$ cat src/rtl/labarc_swi_pkg.sv
// Shared types and default timing for the switch-word merger.
// Ownership encoding plus the switch width used by the filter and top.
package labarc_swi_pkg;

    typedef enum logic [0:0] {
        OWN_BOARD = 1'b0,
        OWN_JTAG  = 1'b1
    } owner_t;

    localparam int unsigned NSWI                 = 8;
    localparam int unsigned DEF_NSYNC            = 2;
    localparam int unsigned DEF_STABLE_CYCLES    = 4;
    localparam int unsigned DEF_IDLE_TIMEOUT     = 50_000_000;

endpackage

$ cat src/rtl/swi_stable_filter.sv
// Per-source synchronizer and stability filter: a word is accepted only after it has been
// seen unchanged for STABLE_CYCLES consecutive synced samples.
module swi_stable_filter
    import labarc_swi_pkg::*;
#(
    parameter int unsigned NSYNC         = DEF_NSYNC,
    parameter int unsigned STABLE_CYCLES = DEF_STABLE_CYCLES,
    parameter int unsigned W             = NSWI
) (
    input  logic         i_clk,
    input  logic         i_rst,
    input  logic [W-1:0] i_async,
    output logic [W-1:0] o_accepted,
    output logic         o_changed
);

    localparam int unsigned CW = $clog2(STABLE_CYCLES + 1);
    localparam logic [CW-1:0] CntMax = CW'(STABLE_CYCLES);

    logic [W-1:0]  r_sync [NSYNC];
    logic [W-1:0]  r_cand;
    logic [W-1:0]  r_acc;
    logic [CW-1:0] r_cnt;
    logic          r_base;
    logic          r_chg;

    logic [W-1:0]  w_synced;
    logic          w_reload;
    logic [CW-1:0] w_cnt_d;
    logic          w_load;

    always_comb begin
        w_synced = r_sync[NSYNC-1];
        w_reload = (w_synced != r_cand);
        w_cnt_d  = r_cnt;
        if (w_reload) begin
            w_cnt_d = CW'(1);
        end else if (r_cnt != CntMax) begin
            w_cnt_d = r_cnt + CW'(1);
        end
        // Accept only on the cycle the count arrives at the limit, not while it sits there.
        w_load = (w_cnt_d == CntMax) && (w_reload || (r_cnt != CntMax));
    end

    always_ff @(posedge i_clk) begin
        if (i_rst) begin
            for (int i = 0; i < NSYNC; i++) begin
                r_sync[i] <= '0;
            end
            r_cand <= '0;
            r_acc  <= '0;
            r_cnt  <= '0;
            r_base <= 1'b0;
            r_chg  <= 1'b0;
        end else begin
            r_sync[0] <= i_async;
            for (int i = 1; i < NSYNC; i++) begin
                r_sync[i] <= r_sync[i-1];
            end
            r_cand <= w_synced;
            r_cnt  <= w_cnt_d;
            if (w_load) begin
                r_acc <= w_synced;
            end
            r_base <= r_base | w_load;
            // The first acceptance only establishes the baseline.
            r_chg  <= w_load && r_base && (w_synced != r_acc);
        end
    end

    assign o_accepted = r_acc;
    assign o_changed  = r_chg;

endmodule

$ cat src/rtl/swi_jtag_sync.sv
// Merges the virtual-JTAG and physical-board switch words into one registered word,
// handing ownership to whichever source changed last, with an idle timeout back to board.
module swi_jtag_sync
    import labarc_swi_pkg::*;
#(
    parameter int unsigned NSYNC         = DEF_NSYNC,
    parameter int unsigned STABLE_CYCLES = DEF_STABLE_CYCLES,
    parameter int unsigned IDLE_TIMEOUT  = DEF_IDLE_TIMEOUT
) (
    input  logic            clk_2,
    input  logic            reset,
    input  logic [NSWI-1:0] SWI_JTAG,
    input  logic [NSWI-1:0] SWI_BOARD,
    output logic [NSWI-1:0] SWI,
    output logic            jtag_owner,
    output logic            swi_changed,
    output logic [NSWI-1:0] swi_change_mask
);

    localparam int unsigned IW = $clog2(IDLE_TIMEOUT + 1);
    localparam logic [IW-1:0] IdleMax = IW'(IDLE_TIMEOUT);

    owner_t          r_state;
    owner_t          w_state_d;
    logic [IW-1:0]   r_idle;
    logic [IW-1:0]   w_idle_d;
    logic [NSWI-1:0] r_swi;
    logic [NSWI-1:0] w_swi_d;
    logic [NSWI-1:0] r_mask;
    logic            r_chg;

    logic [NSWI-1:0] w_jacc;
    logic [NSWI-1:0] w_bacc;
    logic            w_jchg;
    logic            w_bchg;

    swi_stable_filter #(
        .NSYNC         (NSYNC),
        .STABLE_CYCLES (STABLE_CYCLES),
        .W             (NSWI)
    ) u_filt_jtag (
        .i_clk      (clk_2),
        .i_rst      (reset),
        .i_async    (SWI_JTAG),
        .o_accepted (w_jacc),
        .o_changed  (w_jchg)
    );

    swi_stable_filter #(
        .NSYNC         (NSYNC),
        .STABLE_CYCLES (STABLE_CYCLES),
        .W             (NSWI)
    ) u_filt_board (
        .i_clk      (clk_2),
        .i_rst      (reset),
        .i_async    (SWI_BOARD),
        .o_accepted (w_bacc),
        .o_changed  (w_bchg)
    );

    always_comb begin
        w_state_d = r_state;
        w_idle_d  = '0;
        unique case (r_state)
            OWN_BOARD: begin
                // Board wins a simultaneous change, so JTAG only takes over alone.
                if (w_jchg && !w_bchg) begin
                    w_state_d = OWN_JTAG;
                end
            end
            OWN_JTAG: begin
                if (!w_jchg) begin
                    w_idle_d = (r_idle != IdleMax) ? r_idle + IW'(1) : r_idle;
                end
                if (w_bchg || (w_idle_d == IdleMax)) begin
                    w_state_d = OWN_BOARD;
                end
            end
        endcase
        w_swi_d = (w_state_d == OWN_JTAG) ? w_jacc : w_bacc;
    end

    always_ff @(posedge clk_2) begin
        if (reset) begin
            r_state <= OWN_BOARD;
            r_idle  <= '0;
            r_swi   <= '0;
            r_mask  <= '0;
            r_chg   <= 1'b0;
        end else begin
            r_state <= w_state_d;
            r_idle  <= (w_state_d == OWN_JTAG) ? w_idle_d : '0;
            r_swi   <= w_swi_d;
            r_mask  <= w_swi_d ^ r_swi;
            r_chg   <= (w_swi_d != r_swi);
        end
    end

    assign SWI             = r_swi;
    assign jtag_owner      = (r_state == OWN_JTAG);
    assign swi_changed     = r_chg;
    assign swi_change_mask = r_mask;

endmodule

$ cat config.mk
export PLATFORM = sky130hd
export DESIGN_NAME = swi_jtag_sync
export DESIGN_NICKNAME = d
export VERILOG_FILES = /design/src/rtl/labarc_swi_pkg.sv /design/src/rtl/swi_stable_filter.sv /design/src/rtl/swi_jtag_sync.sv
export SDC_FILE = /design/constraint.sdc
export NUM_CORES = 1
export LEC_CHECK = 0
export ABC_AREA = 1
export CORE_AREA = 4 4 118 143
export DETAILED_ROUTE_END_ITERATION = 10
export DIE_AREA = 0 0 122 147
export PLACE_DENSITY = 0.48
export RECOVER_POWER = 25
export SYNTH_ARGS = -nofsm -noshare
export SYNTH_HDL_FRONTEND = slang
export SYNTH_SLANG_ARGS = --single-unit
$ cat constraint.sdc
create_clock -name clk_2 -period 4.8 [get_ports clk_2]
set_input_delay 0.48 -clock clk_2 [delete_from_list [all_inputs] [get_ports clk_2]]
set_output_delay 0.48 -clock clk_2 [all_outputs]
set_load 0.05 [all_outputs]
# Word level (Yosys, flattened, before mapping)
# Memory sizes are Yosys's and may differ from the RTL's.
# Index checks and enable logic that the tools add are counted.
[word_totals] input_bits=18 reg_bits=86 wordCells=70 out_inout_bits=18 n_memories=2 ram_bits=32
[classes] mux=18 reduce_logical=12 bitwise=9 n_addsub=3 eq_ne=11
[memory_table] memory="u_filt_board.r_sync" depth=2 word_bits=8 rd=2 rd_clocked_by_memory_dff=0 write_ports=2 line="swi_stable_filter.sv:20" text="logic [W-1:0] r_sync [NSYNC];"
[memory_table] memory="u_filt_jtag.r_sync" depth=2 word_bits=8 rd=2 rd_clocked_by_memory_dff=0 write_ports=2 line="swi_stable_filter.sv:20"
[op_table] cell="$mux 26" n=3
[op_table] cell="$mux 8" n=5
[op_table] cell="$ne 8x8->1" n=5
[op_table] cell="$add 26x1->26 const B" n=1
[op_table] cell="$eq 26x26->1 const B" n=1
[op_table] cell="$ne 26x26->1 const B" n=1
[op_table] cell="$mux 3" n=4
[op_table] cell="$xor 8x8->8" n=1
[op_table] cell="$logic_and 1x1->1" n=7
[op_table] cell="$add 3x1->3 const B" n=2
[op_table] cell="$eq 3x3->1 const B" n=2
[op_table] cell="$ne 3x3->1 const B" n=2
[op_table] cell="$or 1x1->1" n=6
[op_table] cell="$mux 1" n=5
[op_table] cell="$logic_or 1x1->1" n=3
[op_table] cell="$reduce_or 3->1" n=1
[op_table] cell="$not 1->1" n=2
[op_table] cell="$pmux 1 s2" n=1
[op_table] cell="$logic_not 1->1" n=1

# Longest topological paths before layout
# Gate-level depths: netlist of the first run.
[logic_depth] ltp_word=10 mapped_depth=21 ltp_nobuf=20

# Modules after synthesis
# Synthesis of the first run repeated with hierarchy kept, for this count alone.
[unflattened] cells_unflattened=807 hier_area_um2=5484.0
[by_module_without_submodules] module="swi_stable_filter" n_inst=2 seq_area_each_um2=740.7 cells_each=202 area_each_um2=1462.7
[by_module_without_submodules] module="swi_jtag_sync" n_inst=1 seq_area_each_um2=880.8 cells_each=403 area_each_um2=2558.7

# Least setup slack after synthesis of the first run
# No wires, ideal clock.
[synth_timing] path_type="register to register" from="register r_idle[0]" to="register r_chg, in the netlist swi_changed" arrival_ns=2.226 stages_incl_launch_ff=20 setup_slack_ns=2.443 period_less_slack_ns=2.357 setup_ns=0.131 t_required_ns=4.669 cell_sequence="dfxtp_1 -> ha_1 -> nand3_2 -> nor2_2 -> nand2_1 -> nor3_2 -> nor2_1 -> nor2_1 -> nand3_1 -> nor2_2 -> nand3_4 -> nand2_4 -> buf_12 -> nand2_4 -> nand2_2 -> nand2_2 -> nand2_2 -> nand2_1 -> nor2_1 -> a21oi_2"
[synth_via] elab_chain_len=10 elab_cells_between_ends=11 cone_classes="add/sub (1); eq/ne (3); mux (6); reduce/logical (1)"
[synth_lines] item="from (decl)" line="swi_jtag_sync.sv:25" text="logic [IW-1:0] r_idle;"
[synth_lines] item="from (signal assigned)" line="swi_jtag_sync.sv:92" text="r_idle <= (w_state_d == OWN_JTAG) ? w_idle_d : '0;"
[synth_lines] item="$add 26x1->26 or $ne 26x26->1 (tied branches)" line="swi_jtag_sync.sv:73" text="w_idle_d = (r_idle != IdleMax) ? r_idle + IW'(1) : r_idle;"
[synth_lines] item="$mux 26 (*)" line="swi_jtag_sync.sv:73"
[synth_lines] item="$mux 26 (*)" line="swi_jtag_sync.sv:72" text="if (!w_jchg) begin"
[synth_lines] item="$mux 26 (*)" line="swi_jtag_sync.sv:64" text="unique case (r_state)"
[synth_lines] item="$eq 26x26->1 (*)" line="swi_jtag_sync.sv:75" text="if (w_bchg || (w_idle_d == IdleMax)) begin"
[synth_lines] item="$logic_or 1x1->1 (*)" line="swi_jtag_sync.sv:75"
[synth_lines] item="$mux 1 (*)" line="swi_jtag_sync.sv:75"
[synth_lines] item="$pmux 1 s2 (*)" line="swi_jtag_sync.sv:64"
[synth_lines] item="$mux 8 (*)" line="swi_jtag_sync.sv:80" text="w_swi_d = (w_state_d == OWN_JTAG) ? w_jacc : w_bacc;"
[synth_lines] item="$ne 8x8->1 (*)" line="swi_jtag_sync.sv:95" text="r_chg <= (w_swi_d != r_swi);"
[synth_lines] item="to (signal assigned)" line="swi_jtag_sync.sv:95"
[synth_lines] item="to (decl)" line="swi_jtag_sync.sv:30" text="logic r_chg;"
# Every way passes the cells marked *; elsewhere a longest branch is shown, timed or not. The select of a mux whose other input is x is not followed.
# A chain may end at the register's enable or synchronous reset.

# Worst setup path after layout of the first run
[layout_timing] from="register r_idle[0]" to="register r_idle[18]"
[layout_via] elab_chain_len=10 elab_cells_between_ends=11 cone_classes="add/sub (1); eq/ne (2); mux (5); bitwise (1); reduce/logical (2)"
[layout_lines] item="$add 26x1->26 or $ne 26x26->1 (tied branches)" line="swi_jtag_sync.sv:73"
[layout_lines] item="$mux 26 (*)" line="swi_jtag_sync.sv:73"
[layout_lines] item="$mux 26 (*)" line="swi_jtag_sync.sv:72"
[layout_lines] item="$mux 26 (*)" line="swi_jtag_sync.sv:64"
[layout_lines] item="$eq 26x26->1" line="swi_jtag_sync.sv:75"
[layout_lines] item="$logic_or 1x1->1" line="swi_jtag_sync.sv:75"
[layout_lines] item="$mux 1" line="swi_jtag_sync.sv:75"
[layout_lines] item="$pmux 1 s2" line="swi_jtag_sync.sv:64"
[layout_lines] item="$not 1->1 (no source line)"
[layout_lines] item="$reduce_or 3->1 (no source line)"
# Marks and branches as above.

==> flow_summary_export.csv, run 1 <==
group,metric,value,unit
grt,grt_pass1_vias,4232,
timing,whs,400,ps
min_path,hold_start,"u_filt_jtag.r_sync[0][3]$_SDFF_PP0_",
run_status,status,"complete, no violations",
synth,ys_seq_elements,118,
die,start_util,0.347,
pwr,ir_worst_vdd,0.000187,V
timing,hold_viol,0,
synth,yosys.area.top_type_share,0.441,
clock_tree,cts_resized,0,
timing,skew,13.7,ps
pwr,power.leakage,2.54,nW
die,rows,50,
clock_tree,insertion_delay,410,ps
setup_path,cp_max_fo,12,
setup_path,worstSetupPathDepth,15,
cells_and_area,nNetsFinal,805,
die,die_w,122,microns
detailed_routing,wl,12.8,mm
synth,syn-instance-count,745,
cells_and_area,regArea,0.00236,sq mm
grt,grt_pass1_wl,20.9,mm
timing,min_period,2880,ps
grt,grt_max_degree,54,
synth,ys_async_sr_fraction,0,
clock_tree,cts.sinks,118,
die,io_pins,36,
timing,setup_viol,0,
synth,yosys_warnings,0,
detailed_routing,dr.pass1.iters,4,
placed_design,place_hpwl,9.55,mm
synth,syn-mean-instance-area,7.20,sq um
detailed_routing,drt_iter0_drc,365,
placed_design,io_buffers,35,
cells_and_area,multi_input_area,0.00247,sq mm
setup_path,cpLargestDelayFamily,"simple AND/OR/NAND/NOR gates",
clock_tree,cts-root-buf,"clkbuf_16",
setup_path,slowest_delay,410,ps
setup_path,cp_slowest_cell,"dfxtp_1",
setup_path,arrival,3200,ps
die,core,0.0155,sq mm
timing,worst_pin_slew,1150,ps
detailed_routing,post-route-drc-count,0,
pwr,finalPower,2.27,mW
pwr,power_frac_seq,0.446,
synth,syn_nets,769,
synth,ys_seq_area_frac,0.441,
die,floorplan.die_area,0.0179,sq mm
setup_path,endpoint,"r_idle[18]$_SDFF_PP0_",
synth,ys_types,37,
placed_design,place_area,0.00588,sq mm
cells_and_area,area_growth_syn_to_layout,20.1,%
min_path,hp-class,"flop to flop",
pwr,swShare,0.220,
clock_tree,path_clk_slew,50,ps
clock_tree,cts_tree,"built",
cells_and_area,final_area,0.00644,sq mm
setup_path,cp.required,5130,ps
timing,finalMaxSlewViolations,0,
grt,grt_use_total,0.150,
clock_tree,post_cts_buffers,0,
detailed_routing,postRouteAntennaNets,0,
setup_path,reg2reg_slack,1920,ps
timing,rsz0062_at_grt,"false",
synth,synthTopCellsByCount,"nand2_1 (142), nor2_1 (138), dfxtp_1 (118), inv_1 (113), nand3_1 (46)",
detailed_routing,wl_per_cell,12.8,microns
synth,ys.flop_type,"dfxtp_1",
detailed_routing,viasPerCell,4.51,
setup_path,r2r_start,"r_idle[0]$_SDFF_PP0_",
setup_path,critPathBufInv,0,
grt,antenna_found_initial,0,
cells_and_area,fillers,1593,
cells_and_area,drive_above_1_share,0.122,
pwr,p_switching,0.501,mW
clock_tree,clockBufferDepth,2,
placed_design,gp_congestion,0.861,
clock_tree,hold_buffers,0,
synth,yosysMostFrequentCell,"nand2_1",
timing,period_share,0.600,
die,die_h,147,microns
grt,gr-total-overflow,0,
setup_path,crit_chain,"ha_1 -> nand3_2 -> nor2_2 -> nand2_1 -> nor3_2 -> nand2_1 -> nand2_1 -> nor2_1 -> nand3_1 -> nor2_2 -> nand3_4 -> nand2_4 -> nor2_2 -> nand3_1 -> a21oi_1",
clock_tree,numCtsBuffers,17,
synth,synth_edf_count,0,
setup_path,rr_worst_depth,15,
setup_path,worstReg2RegEnd,"r_idle[18]$_SDFF_PP0_",
timing,fmax,347,MHz
pwr,p_int,1.77,mW
setup_path,worstSetupEndpointType,"flop",
setup_path,cp-start-kind,"flop",
setup_path,crit_type,"flop to flop",
run,cap_violations,0,
pwr,power_density,353,mW/mm^2
detailed_routing,num_vias,4514,
cells_and_area,n_antenna_cell,0,
synth,yosysTopAreaCell,"dfxtp_1",
synth,ys_top_cells_by_area,"dfxtp_1 (44%), nand2_1 (9.9%), nor2_1 (9.7%), inv_1 (7.9%), nand3_1 (4.3%)",
timing,slew-limit-headroom,0.236,
synth,netlist_area,0.00536,sq mm
setup_path,crit_path_start,"r_idle[0]$_SDFF_PP0_",
pwr,clock_power_share,0.518,
clock_tree,htree_levels,4,
timing,tns,0,ps
pwr,combPwrFrac,0.036,
## power groups by stage
stage	Clock, mW	Combinational (mW)	Sequential (mW)
after detailed placement	0	0.0831	1.03
final	1.18	0.0819	1.01
after floorplan	0	0.0541	1.03
after global placement	0	0.0812	1.03
after global routing	1.26	0.0944	1.01
after CTS	1.22	0.0837	1.01
## worst min-delay path by stage
stage | slack [ps] | endpoint | cells after the start
2_1_floorplan | 390 | u_filt_board.r_sync[0][10]$_SDFF_PP0_ | 2
5_1_grt | 420 | u_filt_board.r_sync[0][12]$_SDFF_PP0_ | 2
4_1_cts | 400 | u_filt_board.r_sync[0][12]$_SDFF_PP0_ | 2
6_report | 400 | u_filt_jtag.r_sync[0][11]$_SDFF_PP0_ | 2
3_5_place_dp | 390 | u_filt_jtag.r_sync[0][9]$_SDFF_PP0_ | 2
3_3_place_gp | 390 | u_filt_board.r_sync[0][9]$_SDFF_PP0_ | 2
## cell families after synthesis
family                     count (synthesis)  share of synthesized area
and+or+nand+nor                          412                      0.355
xor gates and xnor gates                  22                     0.0359
DFF                                      118                      0.441
AOI/OAI and AO/OA                         52                     0.0541
adders and majority gates                  6                     0.0140
buffers and inverters                    135                      0.100
## layout by cell type, fill, tap and decap left out, types with 4 or more instances in the layout
cell	Yosys	final
nor2_1	138	138
nand3_1	46	46
dfxtp_1	118	118
nand2_1	142	142
nand4_1	13	13
a211oi_1	8	8
clkbuf_16	0	17
xnor2_1	10	10
o21ai_0	16	16
clkinvlp_4	0	5
nor3_2	3	4
nor2_4	4	4
ha_1	6	6
nand2_2	25	25
nand3_2	4	4
a21oi_1	22	22
xor2_1	12	12
nor4_1	6	6
nor2_2	16	16
clkdlybuf4s50_1	0	34
inv_1	113	113
## layer usage
layer	vias up	global-route usage	share of wire
li1	2365	-	-
met1	2065	0.181	0.44
met2	69	0.249	0.51
met3	15	0.0343	0.026
met4	0	0.0757	0.022
met5	-	0	0
## layout make-up
class | instances | area share
clock inverter | 11 | 0.0161
inverter | 116 | 0.0676
tap | 208 | 0.0404
multi-input combinational | 492 | 0.383
timing repair buffer | 36 | 0.0546
sequential | 118 | 0.367
clock buffer | 20 | 0.0709
## worst register-to-register path, cell delays in order, from the launching register on
cell,delay (ps)
dfxtp_1,410
ha_1,280
nand3_2,130
nor2_2,180
nand2_1,130
nor3_2,190
nand2_1,80
nand2_1,80
nor2_1,50
nand3_1,90
nor2_2,60
nand3_4,170
nand2_4,160
nor2_2,210
nand3_1,330
a21oi_1,220
## metrics by stage
| stage | std cells | setup slack, ps | util |
|---|---|---|---|
| after detailed placement | 970 | 1920 | 0.380 |
| after floorplan | 745 | 2440 | - |
| after CTS | 1001 | 1910 | 0.417 |
| final | 1001 | 1920 | 0.417 |
| after global placement | 970 | 1930 | 0.380 |
| after global routing | 1001 | 1620 | 0.417 |
## sequential cells by signal (all words and copies together), names as in the netlist
register,cells
r_idle,26
u_filt_board.r_sync,16
u_filt_jtag.r_sync,16
SWI,8
swi_change_mask,8
u_filt_board.o_accepted,8
u_filt_board.r_cand,8
u_filt_jtag.o_accepted,8
u_filt_jtag.r_cand,8
u_filt_board.r_cnt,3
u_filt_jtag.r_cnt,3
jtag_owner,1
swi_changed,1
u_filt_board.o_changed,1
u_filt_board.r_base,1
u_filt_jtag.o_changed,1
u_filt_jtag.r_base,1
Note: power is estimated with default switching activity, not from simulation.
==> inputs of run 2 (changes only) <==
- PLACE_DENSITY: 0.48 -> 0.5
- clock period: 4.8 -> 2.5 ns (I/O delays scaled with it)
==> run 2 against run 1 <==
Combinational power grew 98%. First-iteration DRC count shrank 46%. Wire length grew 10%. Non-clock buffer count grew 69. Design area grew 16%. Flip-flop and latch count is the same. Largest power group unchanged. Final cell count grew 6.9%. The run now ends with setup timing left. Worst hold slack lost 160 ps. Worst setup slack lost 2000 ps. Largest cell class unchanged.
==> flow_summary_export.csv, run 2 (synthesis gave the netlist of run 1 again) <==
group,metric,value,unit
run_status,status,"complete, but fails checks",
run_status,failed_checks,"setup timing",
run,cap_violations,0,
pwr,finalPower,4.45,mW
cells_and_area,area_growth_syn_to_layout,39.8,%
detailed_routing,post-route-drc-count,0,
setup_path,cp.required,2790,ps
cells_and_area,nNetsFinal,875,
setup_path,slowest_delay,380,ps
setup_path,cp-start-kind,"flop",
timing,min_period,2620,ps
cells_and_area,post-route-util,0.485,
grt,antenna_found_initial,0,
timing,skew,6.50,ps
placed_design,dp.cells,1028,
grt,gr-total-overflow,0,
cells_and_area,n_antenna_cell,0,
timing,slew-limit-headroom,0.625,
die,die_w,122,microns
grt,grt_pass1_vias,4831,
detailed_routing,wl_per_cell,13.1,microns
detailed_routing,dr.pass1.iters,4,
die,rows,50,
setup_path,critical_path.most_common_cell,"nand2_2",
cells_and_area,top_regs,"r_idle x26, u_filt_board.r_sync x16, u_filt_jtag.r_sync x16",
detailed_routing,drt_iter0_drc,196,
setup_path,worstSetupEndpointType,"flop",
die,start_util,0.347,
clock_tree,htree_levels,4,
die,die_h,147,microns
die,io_pins,36,
timing,hold_viol,0,
clock_tree,cts-root-buf,"clkbuf_16",
timing,setup_slack,-118,ps
timing,fmax,382,MHz
cells_and_area,finalNonFillerCells,1070,
setup_path,arrival,2910,ps
placed_design,place_hpwl,10.4,mm
setup_path,crit_chain,"nand2_4 -> buf_6 -> nor2_4 -> nand2_4 -> buf_6 -> nor2_4 -> nand2_2 -> xor2_2 -> nor2_1 -> nand3_1 -> nor2_2 -> nand3_4 -> buf_16 -> nand3_4 -> nand3_2 -> nand2_2 -> nand2_2 -> nor2_2 -> a21oi_2",
timing,period_share,1.05,
timing,setup_viol,9,
die,core,0.0155,sq mm
clock_tree,cts_tree,"built",
pwr,power.leakage,3.01,nW
placed_design,post-place-ws,-122,ps
placed_design,gp_congestion,0.893,
setup_path,cp_max_fo,5,
timing,rsz0062_at_grt,"true",
timing,finalMaxSlewViolations,0,
detailed_routing,viasPerCell,4.51,
setup_path,crit_type,"flop to flop",
clock_tree,cts.sinks,118,
timing,worst_pin_slew,560,ps
cells_and_area,drive_above_1_share,0.290,
detailed_routing,wl,14.1,mm
timing,whs,239,ps
cells_and_area,largest_reg_flops,26,
grt,grt_use_total,0.164,
clock_tree,path_clk_slew,60,ps
cells_and_area,final_cell_mix,"nor2_1 (124), nand2_1 (123), inv_1 (111)",
clock_tree,insertion_delay,410,ps
cells_and_area,final_common_cell,"nor2_1",
die,floorplan.die_area,0.0179,sq mm
clock_tree,clockBufferDepth,2,
detailed_routing,num_vias,4825,
clock_tree,numCtsBuffers,17,
clock_tree,hold_buffers,0,
pwr,power_density,593,mW/mm^2
placed_design,io_buffers,35,
min_path,hp-class,"input pin to flop",
pwr,ir_worst_vdd,0.000329,V
setup_path,cp_slowest_cell,"dfxtp_4",
detailed_routing,postRouteAntennaNets,0,
grt,grt_pass1_wl,23.1,mm
cells_and_area,top_register,"r_idle",
grt,grt_max_degree,36,
==> run 2: cell types whose count changed in the layout (fill, tap and decap cells not counted), moves of 12 or more <==
| cell | previous run | this run |
|---|---|---|
| buf_4 | 1 | 56 |
| nand3_1 | 46 | 20 |
| dfxtp_2 | 0 | 12 |
| nand2_2 | 25 | 39 |
| nor2_1 | 138 | 124 |
| dfxtp_1 | 118 | 101 |
| nand3_2 | 4 | 20 |
| nand2_1 | 142 | 123 |
==> run 2: critical path, delay by kind of cell, from the launching register on <==
| kind | cells | cell delay (ps) |
|---|---|---|
| AND/OR/NAND/NOR | 14 | 1440 |
| XOR/XNOR | 1 | 150 |
| AO/OA/AOI/OAI | 1 | 60 |
| buffers and inverters | 3 | 450 |
| flip-flops | 1 | 380 |
==> run 2: path summary, 6_finish.rpt <==
path / from / endpoint / slack, ps / depth (start not counted)
worst max-delay path: r_idle[5]$_SDFF_PP0_ / swi_changed$_SDFF_PP0_ / -120 / 19
worst min-delay path: reset / swi_change_mask[1]$_SDFF_PP0_ / 240 / 2
worst max register to register: r_idle[5]$_SDFF_PP0_ / swi_changed$_SDFF_PP0_ / -120 / 19
worst min register to register: u_filt_jtag.r_sync[0][7]$_SDFF_PP0_ / u_filt_jtag.r_sync[0][15]$_SDFF_PP0_ / 400 / 2
==> run 2: power breakdown <==
group / internal, mW / switching [mW]
Clock: 1.48 / 0.868
Combinational: 0.0725 / 0.0893
Sequential: 1.91 / 0.0226
==> run 2: cell type report <==
cell class / count / area (sq um)
fill: 1571 / 7960
multi-input combinational: 493 / 2870
sequential: 118 / 2400
timing repair buffer: 105 / 966
clock buffer: 18 / 439
inverter: 116 / 438
tap: 208 / 260
clock inverter: 12 / 133
==> run 2: per-layer routing <==
layer	GRT usage	routed length (microns)
met5	0	0
met4	0.0577	225
met3	0.0443	409
met2	0.299	7670
met1	0.180	5760
==> run 2: timing repair <==
action / CTS / global route
buffers inserted: 4 / 6
endpoints found under the setup margin: 8 / 38
pin swaps: 25 / 36
gates resized for setup: 54 / 70
gates cloned: 1 / 1
==> run 2: metrics by stage <==
stage	TNS, ps	instance area [sq um]
floorplan	0	5360
global placement	-374	6350
detailed placement	-386	6350
CTS	-34.1	7150
global route	-3900	7500
finish	-443	7500
==> inputs of run 3 (changes only) <==
- clock period: 2.5 -> 2.4 ns (I/O delays scaled with it)
==> run 3 against run 2 <==
The run still ends with setup timing left. Via count is 1.9% higher. Worst hold slack better by 57 ps. Non-clock buffer count rose by 15. Worst setup slack worse by 43 ps. Design area grew 1.0%. Die area is the same. Total power increased by 4.2%. Sequential share of layout area down 0.38 points. Wire length grew 2.2%. Sequential power increased by 4%. Largest cell class unchanged. Largest power group unchanged. Highest routed layer unchanged.
==> flow_summary_export.csv, run 3 (synthesis gave the netlist of run 1 again) <==
group,metric,value,unit
timing,rsz0062_at_grt,"true",
pwr,power_frac_seq,0.436,
setup_path,cp.required,2680,ps
cells_and_area,final_cell_mix,"nor2_1 (120), nand2_1 (119), inv_1 (113)",
timing,hold_viol,0,
die,floorplan.die_area,0.0179,sq mm
setup_path,crit_chain,"nand2_4 -> buf_6 -> nor2_4 -> nand2_4 -> nor2_4 -> nand2_2 -> xor2_2 -> nor2_1 -> nand3_1 -> nor2_2 -> nand3_4 -> nand2_8 -> nand2_4 -> nand2_4 -> nand2_2 -> nand2_2 -> nand2_2 -> nor2_2 -> a21oi_2",
cells_and_area,n_antenna_cell,0,
clock_tree,insertion_delay,420,ps
detailed_routing,wl_per_cell,13.2,microns
timing,skew,9.08,ps
grt,grt_use_total,0.169,
detailed_routing,post-route-drc-count,0,
cells_and_area,post-route-util,0.490,
clock_tree,clockBufferDepth,2,
setup_path,cpLargestDelayFamily,"simple AND/OR/NAND/NOR gates",
timing,setup_slack,-160,ps
pwr,p_switching,1.07,mW
cells_and_area,top_regs,"r_idle x26, u_filt_board.r_sync x16, u_filt_jtag.r_sync x16",
cells_and_area,largest_reg_flops,26,
detailed_routing,viasPerCell,4.53,
placed_design,gp_congestion,0.900,
setup_path,worstSetupEndpointType,"flop",
timing,setup_viol,36,
cells_and_area,nNetsFinal,889,
timing,period_share,1.07,
setup_path,cp-start-kind,"flop",
run,cap_violations,0,
placed_design,place_hpwl,10.5,mm
cells_and_area,regArea,0.00239,sq mm
timing,fmax,391,MHz
clock_tree,htree_levels,4,
detailed_routing,dr.pass1.iters,5,
cells_and_area,top_register,"r_idle",
cells_and_area,final_common_cell,"nor2_1",
setup_path,arrival,2840,ps
setup_path,crit_type,"flop to flop",
timing,slew-limit-headroom,0.612,
timing,worst_pin_slew,580,ps
grt,grt_pass1_wl,23.6,mm
detailed_routing,postRouteAntennaNets,0,
pwr,ir_worst_vdd,0.000452,V
cells_and_area,multi_input_area,0.00283,sq mm
clock_tree,cts.sinks,118,
pwr,swShare,0.232,
clock_tree,cts_tree,"built",
pwr,p_int,3.56,mW
die,die_h,147,microns
timing,tns,-2970,ps
detailed_routing,num_vias,4915,
die,io_pins,36,
clock_tree,path_clk_slew,60,ps
grt,antenna_found_initial,0,
clock_tree,cts-root-buf,"clkbuf_16",
die,core,0.0155,sq mm
clock_tree,numCtsBuffers,17,
pwr,power_density,612,mW/mm^2
cells_and_area,area_growth_syn_to_layout,41.2,%
die,rows,50,
timing,min_period,2560,ps
setup_path,cp_slowest_cell,"dfxtp_4",
placed_design,io_buffers,35,
setup_path,cp_max_fo,8,
cells_and_area,fillers,1516,
die,die_w,122,microns
run_status,status,"complete, but fails checks",
pwr,clock_power_share,0.527,
pwr,combPwrFrac,0.037,
detailed_routing,wl,14.4,mm
min_path,hp-class,"input pin to flop",
run_status,failed_checks,"setup timing",
cells_and_area,drive_above_1_share,0.301,
pwr,power.leakage,3.10,nW
detailed_routing,drt_iter0_drc,256,
grt,grt_pass1_vias,4957,
grt,gr-total-overflow,0,
setup_path,slowest_delay,380,ps
setup_path,critPathBufInv,1,
clock_tree,hold_buffers,0,
timing,finalMaxSlewViolations,0,
die,start_util,0.347,
timing,whs,297,ps
grt,grt_max_degree,30,
==> run 3: cell types whose count changed in the layout (fill, tap and decap cells not counted), moves of 4 or more <==
cell,before,now
buf_4,56,66
buf_6,10,16
nand3_1,20,26
nand2_1,123,119
nand2_4,8,12
nand3_4,11,7
nor2_1,124,120
nor2_2,24,28
==> run 3: power by group through the flow <==
| stage | Clock (mW) | Combinational (mW) | Sequential [mW] |
|---|---|---|---|
| 2_1_floorplan | 0 | 0.108 | 2.06 |
| 3_3_place_gp | 0 | 0.164 | 2.06 |
| 3_5_place_dp | 0 | 0.169 | 2.07 |
| 4_1_cts | 2.50 | 0.170 | 2.02 |
| 5_1_grt | 2.58 | 0.196 | 2.02 |
| 6_report | 2.44 | 0.171 | 2.02 |
==> run 3: what timing repair did <==
action | CTS | global route
pin swaps | 21 | 30
setup endpoints to repair | 41 | 43
buffers inserted | 5 | 7
gates resized for setup | 61 | 64
==> run 3: final timing paths <==
path                                  startpoint                                    end  slack [ps]  cells past startpoint
min                                        reset  u_filt_board.r_sync[0][14]$_SDFF_PP0_         300                      2
max reg2reg                 r_idle[5]$_SDFF_PP0_                 swi_changed$_SDFF_PP0_        -160                     19
max                         r_idle[5]$_SDFF_PP0_                 swi_changed$_SDFF_PP0_        -160                     19
min reg2reg  u_filt_jtag.r_sync[0][7]$_SDFF_PP0_   u_filt_jtag.r_sync[0][15]$_SDFF_PP0_         400                      2
==> run 3: worst reg2reg max path, cell delays in order (launching register included) <==
cell and delay, ps:
dfxtp_4 380, nand2_4 70, buf_6 120, nor2_4 110, nand2_4 120, nor2_4 160, nand2_2 80, xor2_2 150
nor2_1 120, nand3_1 110, nor2_2 160, nand3_4 180, nand2_8 170, nand2_4 70, nand2_4 70, nand2_2 60
nand2_2 90, nand2_2 60, nor2_2 110, a21oi_2 60
==> run 3: per-layer routing <==
metal | up-vias | track usage | wire (microns)
met5 | - | 0 | 0
met4 | 0 | 0.0891 | 387
met3 | 29 | 0.0374 | 428
met2 | 88 | 0.300 | 7640
met1 | 2262 | 0.185 | 5920
li1 | 2536 | - | -
==> run 3: layout make-up <==
| cell class | instances | share of cell area |
|---|---|---|
| tap | 208 | 0.0344 |
| timing repair buffer | 120 | 0.143 |
| clock inverter | 13 | 0.0164 |
| multi-input combinational | 492 | 0.373 |
| inverter | 116 | 0.0575 |
| clock buffer | 19 | 0.0598 |
| sequential | 118 | 0.316 |
==> run 3: through the flow <==
stage                     std cells  total power [mW]  setup slack (ps)  instance area (sq um)
after floorplan                 745              2.17              42.9                   5360
after global placement         1044              2.23              -244                   6450
after detailed placement       1044              2.23              -301                   6450
after CTS                      1081              4.69              -119                   7290
after global routing           1086              4.80              -329                   7570
final                          1086              4.63              -160                   7570
